--- config.mk ---
export PLATFORM = sky130hd
export DESIGN_NAME = ro_puf_sequencer_flat
export DESIGN_NICKNAME = d
export VERILOG_FILES = /design/src/rtl/ro_puf_pkg.sv /design/src/rtl/ro_puf_sequencer_if.sv /design/src/rtl/ro_puf_window_timer.sv /design/src/rtl/ro_puf_sequencer.sv /design/src/flat_wrapper.sv
export SDC_FILE = /design/constraint.sdc
export NUM_CORES = 1
export LEC_CHECK = 0
export CORE_ASPECT_RATIO = 0.9
export CORE_MARGIN = 10
export CORE_UTILIZATION = 45
export DETAILED_ROUTE_END_ITERATION = 7
export GPL_ROUTABILITY_DRIVEN = 0
export PLACE_DENSITY = 0.85
export SYNTH_ARGS = -nofsm -noshare
export SYNTH_HDL_FRONTEND = slang
export SYNTH_HIERARCHICAL = 1
export SYNTH_SLANG_ARGS = --single-unit
--- constraint.sdc ---
create_clock -name clk -period 2.75 [get_ports clk]
set_input_delay 0.825 -clock clk [delete_from_list [all_inputs] [get_ports clk]]
set_output_delay 0.825 -clock clk [all_outputs]
set_load 0.03 [all_outputs]
--- src/rtl/ro_puf_pkg.sv ---
// ro_puf_pkg: shared states and schedule helpers for the RO PUF sequencer
package ro_puf_pkg;
  typedef enum logic [2:0] {
    S_IDLE, S_CLEAR, S_SETTLE, S_COUNT, S_SAMPLE, S_COMPARE, S_DONE
  } ro_seq_state_t;
  function automatic int pair_cycles(int settle, int win, int sync);
    return 2 + settle + win + sync;
  endfunction
  function automatic int timer_w(int win, int settle, int sync);
    int m;
    m = win > settle ? win : settle;
    m = m > sync ? m : sync;
    return $clog2(m + 1);
  endfunction
  localparam int TIMER_W = timer_w(1000, 4, 3);
endpackage

--- src/rtl/ro_puf_sequencer_if.sv ---
// ro_puf_sequencer_if: control/readout bundle between sequencer and RO datapath
interface ro_puf_sequencer_if #(
  parameter int N_PAIRS = 8,
  parameter int SEL_W   = 4,
  parameter int CNT_W   = 16
);
  logic               start, busy, cnt_clr, cnt_en, valid, tie, sat;
  logic [SEL_W-1:0]   sel_a, sel_b;
  logic [CNT_W-1:0]   cnt_a, cnt_b;
  logic [N_PAIRS-1:0] response;
  modport master (
    input  start, cnt_a, cnt_b,
    output busy, sel_a, sel_b, cnt_clr, cnt_en, response, valid, tie, sat
  );
  modport slave (
    output start, cnt_a, cnt_b,
    input  busy, sel_a, sel_b, cnt_clr, cnt_en, response, valid, tie, sat
  );
endinterface

--- src/rtl/ro_puf_window_timer.sv ---
// ro_puf_window_timer: loadable down-counter flagging the last cycle of a phase
module ro_puf_window_timer
  import ro_puf_pkg::*;
#(
  parameter int W = TIMER_W
) (
  input  logic         clk,
  input  logic         rst,
  input  logic         load,
  input  logic [W-1:0] load_val,
  output logic         expire
);
  logic [W-1:0] cnt_q, cnt_d;
  always_comb cnt_d = load ? load_val : (cnt_q != '0 ? cnt_q - 1'b1 : cnt_q);
  always_ff @(posedge clk) begin
    if (rst) cnt_q <= '0;
    else     cnt_q <= cnt_d;
  end
  assign expire = cnt_q == W'(1);
endmodule

--- src/rtl/ro_puf_sequencer.sv ---
// ro_puf_sequencer: cycle-exact clear/settle/count/sample/compare schedule per RO pair
module ro_puf_sequencer
  import ro_puf_pkg::*;
#(
  parameter int N_PAIRS       = 8,
  parameter int SEL_W         = 4,
  parameter int CNT_W         = 16,
  parameter int WIN_CYCLES    = 1000,
  parameter int SETTLE_CYCLES = 4,
  parameter int SYNC_CYCLES   = 3
) (
  input logic               clk,
  input logic               rst,
  ro_puf_sequencer_if.master bus
);
  localparam int TW = timer_w(WIN_CYCLES, SETTLE_CYCLES, SYNC_CYCLES);
  localparam int KW = N_PAIRS > 1 ? $clog2(N_PAIRS) : 1;
  ro_seq_state_t      state_q, state_d;
  logic [KW-1:0]      k_q, k_d;
  logic [N_PAIRS-1:0] response_q, response_d;
  logic               tie_q, tie_d, sat_q, sat_d;
  logic [SEL_W-1:0]   sel_a_q, sel_a_d, sel_b_q, sel_b_d;
  logic               busy_q, busy_d, cnt_clr_q, cnt_clr_d, cnt_en_q, cnt_en_d, valid_q, valid_d;
  logic [TW-1:0]      load_val;
  logic               load, expire, last, in_pair;
  assign last = k_q == KW'(N_PAIRS - 1);
  ro_puf_window_timer #(.W(TW)) u_timer (
    .clk(clk), .rst(rst), .load(load), .load_val(load_val), .expire(expire)
  );
  always_comb begin
    state_d    = state_q;
    k_d        = k_q;
    response_d = response_q;
    tie_d      = tie_q;
    sat_d      = sat_q;
    case (state_q)
      S_IDLE: if (bus.start) begin
        state_d    = S_CLEAR;
        k_d        = '0;
        response_d = '0;
        tie_d      = 1'b0;
        sat_d      = 1'b0;
      end
      S_CLEAR:  state_d = S_SETTLE;
      S_SETTLE: state_d = expire ? S_COUNT : S_SETTLE;
      S_COUNT:  state_d = expire ? S_SAMPLE : S_COUNT;
      S_SAMPLE: state_d = expire ? S_COMPARE : S_SAMPLE;
      S_COMPARE: begin
        response_d[k_q] = bus.cnt_a > bus.cnt_b;
        tie_d           = tie_q | (bus.cnt_a == bus.cnt_b);
        sat_d           = sat_q | (bus.cnt_a == {CNT_W{1'b1}}) | (bus.cnt_b == {CNT_W{1'b1}});
        state_d         = last ? S_DONE : S_CLEAR;
        k_d             = last ? k_q : k_q + 1'b1;
      end
      default:  state_d = S_IDLE;
    endcase
    // the timer reloads on every state change; only SETTLE/COUNT/SAMPLE consume it
    load      = state_d != state_q;
    load_val  = state_d == S_SETTLE ? TW'(SETTLE_CYCLES) :
                state_d == S_COUNT  ? TW'(WIN_CYCLES) : TW'(SYNC_CYCLES);
    in_pair   = state_d inside {[S_CLEAR:S_COMPARE]};
    sel_a_d   = in_pair ? SEL_W'({k_d, 1'b0}) : '0;
    sel_b_d   = in_pair ? SEL_W'({k_d, 1'b1}) : '0;
    busy_d    = state_d != S_IDLE;
    cnt_clr_d = state_d == S_CLEAR;
    cnt_en_d  = state_d == S_COUNT;
    valid_d   = state_d == S_DONE;
  end
  always_ff @(posedge clk) begin
    if (rst) begin
      state_q    <= S_IDLE;
      k_q        <= '0;
      response_q <= '0;
      tie_q      <= 1'b0;
      sat_q      <= 1'b0;
      sel_a_q    <= '0;
      sel_b_q    <= '0;
      busy_q     <= 1'b0;
      cnt_clr_q  <= 1'b0;
      cnt_en_q   <= 1'b0;
      valid_q    <= 1'b0;
    end else begin
      state_q    <= state_d;
      k_q        <= k_d;
      response_q <= response_d;
      tie_q      <= tie_d;
      sat_q      <= sat_d;
      sel_a_q    <= sel_a_d;
      sel_b_q    <= sel_b_d;
      busy_q     <= busy_d;
      cnt_clr_q  <= cnt_clr_d;
      cnt_en_q   <= cnt_en_d;
      valid_q    <= valid_d;
    end
  end
  assign bus.busy     = busy_q;
  assign bus.sel_a    = sel_a_q;
  assign bus.sel_b    = sel_b_q;
  assign bus.cnt_clr  = cnt_clr_q;
  assign bus.cnt_en   = cnt_en_q;
  assign bus.response = response_q;
  assign bus.valid    = valid_q;
  assign bus.tie      = tie_q;
  assign bus.sat      = sat_q;
endmodule

--- src/flat_wrapper.sv ---
// flat-port wrapper written by rule: the top's interface ports become plain ports
module ro_puf_sequencer_flat import ro_puf_pkg::*;
#(
  parameter int N_PAIRS       = 8,
  parameter int SEL_W         = 4,
  parameter int CNT_W         = 16,
  parameter int WIN_CYCLES    = 1000,
  parameter int SETTLE_CYCLES = 4,
  parameter int SYNC_CYCLES   = 3
)
  (clk, rst, bus_start, bus_cnt_a, bus_cnt_b, bus_busy, bus_sel_a, bus_sel_b, bus_cnt_clr, bus_cnt_en, bus_response, bus_valid, bus_tie, bus_sat);
  ro_puf_sequencer_if #(.N_PAIRS(N_PAIRS), .SEL_W(SEL_W), .CNT_W(CNT_W)) bus_i ();
  input logic clk;
  input logic rst;
  input wire logic [$bits(bus_i.start)-1:0] bus_start;
  input wire logic [$bits(bus_i.cnt_a)-1:0] bus_cnt_a;
  input wire logic [$bits(bus_i.cnt_b)-1:0] bus_cnt_b;
  output wire logic [$bits(bus_i.busy)-1:0] bus_busy;
  output wire logic [$bits(bus_i.sel_a)-1:0] bus_sel_a;
  output wire logic [$bits(bus_i.sel_b)-1:0] bus_sel_b;
  output wire logic [$bits(bus_i.cnt_clr)-1:0] bus_cnt_clr;
  output wire logic [$bits(bus_i.cnt_en)-1:0] bus_cnt_en;
  output wire logic [$bits(bus_i.response)-1:0] bus_response;
  output wire logic [$bits(bus_i.valid)-1:0] bus_valid;
  output wire logic [$bits(bus_i.tie)-1:0] bus_tie;
  output wire logic [$bits(bus_i.sat)-1:0] bus_sat;
  assign bus_i.start = bus_start;
  assign bus_i.cnt_a = bus_cnt_a;
  assign bus_i.cnt_b = bus_cnt_b;
  assign bus_busy = bus_i.busy;
  assign bus_sel_a = bus_i.sel_a;
  assign bus_sel_b = bus_i.sel_b;
  assign bus_cnt_clr = bus_i.cnt_clr;
  assign bus_cnt_en = bus_i.cnt_en;
  assign bus_response = bus_i.response;
  assign bus_valid = bus_i.valid;
  assign bus_tie = bus_i.tie;
  assign bus_sat = bus_i.sat;
  ro_puf_sequencer #(.N_PAIRS(N_PAIRS), .SEL_W(SEL_W), .CNT_W(CNT_W), .WIN_CYCLES(WIN_CYCLES), .SETTLE_CYCLES(SETTLE_CYCLES), .SYNC_CYCLES(SYNC_CYCLES)) u_core (.clk(clk), .rst(rst), .bus(bus_i));
endmodule
==> out/qor.yml <==
run_status: "finished, final reports clean"
setup_tns_ps: 0
grt_pass1_wl_um: 9870
rr_worst_depth: 8
synth_top_flop_cell: "dfxtp_1"
synthCells: 270
path_class: "primary input to register"
nets: 379
crit-reg2reg-launch: "u_core/u_timer/cnt_q[2]$_SDFFE_PP0P_"
final_cell_mix: "55 x clkdlybuf4s50_1, 34 x dfxtp_1, 31 x nand2_1"
rows: 24
syn-cell-area_mm2: 0.00220
io_pins: 57
area_delta_synth_final_pct: 31.1
portBuffers: 55
fin_worst_skew_ps: 2.19
synth_async_sr_flop_share_pct: 0
num-fill-cells: 419
vias_per_cell: 5.40
peakVddDrop_mv: 0.406
min_period_over_period_pct: 93.4
seq_area_um2: 681
power_density_mw_per_mm2: 576
die-area_mm2: 0.00809
ys_ff_latch: 34
cp-end-kind: "register"
worstHoldPathCells: 2
cts_max_level: 2
p_clk_share_pct: 22.4
finalSetupViolCount: 0
dpl_cell_area_mm2: 0.00279
first_pass_iters: 4
wl_met2_um: 2700
drt_iter0_drc: 282
critPathMaxFanout: 8
synth.distinct_cells: 52
clockRootBuffer: "clkbuf_8"
rsz0062_at_grt: "no"
grt_pass1_vias: 2063
final_common_cell: "clkdlybuf4s50_1"
grt.total_usage_pct: 14.7
synth_edf_count: 0
yosysWarnings: 6
post-cts-setup-buffers: 0
max_freq_mhz: 389
multi_input_comb_area_mm2: 0.00135
crit_required_ps: 2930
sequentialPowerShare_pct: 37.9
period_minus_slack_ps: 2570
max_cap_viol_count: 0
top_layer: "met4"
cts_tree: "done"
routedWlPerCell_um: 14.7
min_to: "u_core/bus.sat$_SDFFE_PP0P_"
cts_hold_buf: 0
hold_start: "u_core/bus.sat$_SDFFE_PP0P_"
die_y_um: 86.3
netSwitchingFraction_pct: 35.9
via_count: 2111
overflow: 0
cts_resized: 0
antenna_found_initial: 0
cts_buffers: 5
core_area_mm2: 0.00477
hold_viol_final: 0
seq_area_frac_synth_pct: 31.0
antenna_cells: 0
wl_met3_um: 343
grt_max_degree: 17
reg2reg_to: "u_core/u_timer/cnt_q[0]$_SDFFE_PP0P_"
start_util_pct: 46.0
finalMaxSlewViolations: 0
worstSetupStartpointType: "primary input"
clk_pin_slew_ps: 70
routed_wl_um: 5750
die_w_um: 93.7
insertion_delay_ps: 280
p_sw_mw: 0.596
critical_path_arrival_ps: 2750
m1WireLength_um: 2630
drt_drc_violations_left: 0
dp_hpwl_um: 4570
antenna_left: 0
power_frac_comb_pct: 39.8
p_leak_nw: 1.19
avgSynthCellArea_um2: 8.14
cts_buffer_depth: 2
drive_above_1_share_pct: 7.98
cts.sinks: 34
design_area_mm2: 0.00288
min_path_type: "register to register"
power.internal_mw: 1.06
regToRegSetupSlack_ps: 430
logic make-up (layout without fill, tap and decap cells):
group	count (synthesis)	after routing	synth area share, %
xor gates and xnor gates	9	9	3.59
buffers and inverters	36	91	7.97
DFF	34	34	31.0
adders and majority gates	19	19	10.8
other	1	2	0.171
AOI/OAI and AO/OA	61	61	18.6
and+or+nand+nor	109	109	27.4
muxes	1	1	0.455
worst max-delay path by stage:
stage                                         startpoint                              endpoint  depth (start not counted)
floorplan           u_core/u_timer/cnt_q[2]$_SDFFE_PP0P_  u_core/u_timer/cnt_q[2]$_SDFFE_PP0P_                          8
global placement                           bus_cnt_b[14]   u_core/bus.response[1]$_SDFFE_PP0P_                          9
detailed placement                         bus_cnt_b[15]   u_core/bus.response[4]$_SDFFE_PP0P_                          9
CTS                                        bus_cnt_b[15]   u_core/bus.response[4]$_SDFFE_PP0P_                          9
global route                               bus_cnt_b[14]   u_core/bus.response[7]$_SDFFE_PP0P_                          9
finish                                     bus_cnt_b[15]   u_core/bus.response[4]$_SDFFE_PP0P_                          9
sequential cells by signal, summed over array words and instances (netlist names):
register	count
u_core/u_timer/cnt_q	10
u_core/bus.busy	1
u_core/k_q	3
u_core/bus.response	8
u_core/bus.sel_b	4
u_core/bus.cnt_en	1
u_core/bus.cnt_clr	1
u_core/bus.sat	1
u_core/state_q	3
u_core/bus.valid	1
u_core/bus.tie	1
worst max-delay path, stage by stage:
cell and delay (ps):
clkdlybuf4s50_1 490, inv_1 50, ha_1 290, nand4_1 110
nor3_1 290, and4_1 280, a31oi_2 40, buf_4 170
o21a_1 180
power groups by stage:
stage | clock network (mW) | logic, mW | registers [mW]
2_1_floorplan | 0 | 0.478 | 0.622
3_3_place_gp | 0 | 0.620 | 0.628
3_5_place_dp | 0 | 0.642 | 0.635
4_1_cts | 0.383 | 0.649 | 0.624
5_1_grt | 0.407 | 0.726 | 0.635
6_report | 0.371 | 0.660 | 0.628
per-layer routing:
layer / vias up / global-route usage [%]
met5: - / 0
met4: 0 / 5.24
met3: 8 / 4.15
met2: 60 / 23.1
met1: 980 / 18.9
li1: 1063 / -
Yosys cell counts, drive strengths merged (6+ instances only):
master | count | area share [%]
o21a | 8 | 2.7
buf | 9 | 3.4
nand2 | 31 | 5.3
clkbuf | 6 | 1.0
nand4 | 11 | 3.4
nor2 | 16 | 2.7
nand2b | 6 | 1.7
nand3 | 9 | 2.0
ha | 19 | 11
o21ai | 10 | 2.3
xnor2 | 7 | 2.8
nor3 | 9 | 2.8
dfxtp | 34 | 31
a21oi | 23 | 5.4
nand3b | 6 | 2.0
inv | 21 | 3.6
cell type report:
| type | count | share of cell area (%) |
|---|---|---|
| well taps | 65 | 2.82 |
| repair buffers | 62 | 20.9 |
| multi-input cells | 201 | 46.7 |
| inverters | 21 | 2.74 |
| clock inverters | 1 | 0.174 |
| flip-flops and latches | 34 | 23.6 |
| clock buffers | 7 | 3.00 |
through the flow:
step	utilization (%)	worst slack, ps	power [mW]	hold slack [ps]	std cells
6_report	60.4	181	1.66	450	391
5_1_grt	60.4	46.7	1.77	482	391
4_1_cts	60.4	218	1.66	453	391
3_5_place_dp	58.4	-86.3	1.28	444	383
3_3_place_gp	58.4	33.4	1.25	439	383
2_1_floorplan	-	675	1.10	538	271
Note: power is estimated with default switching activity, not from simulation.
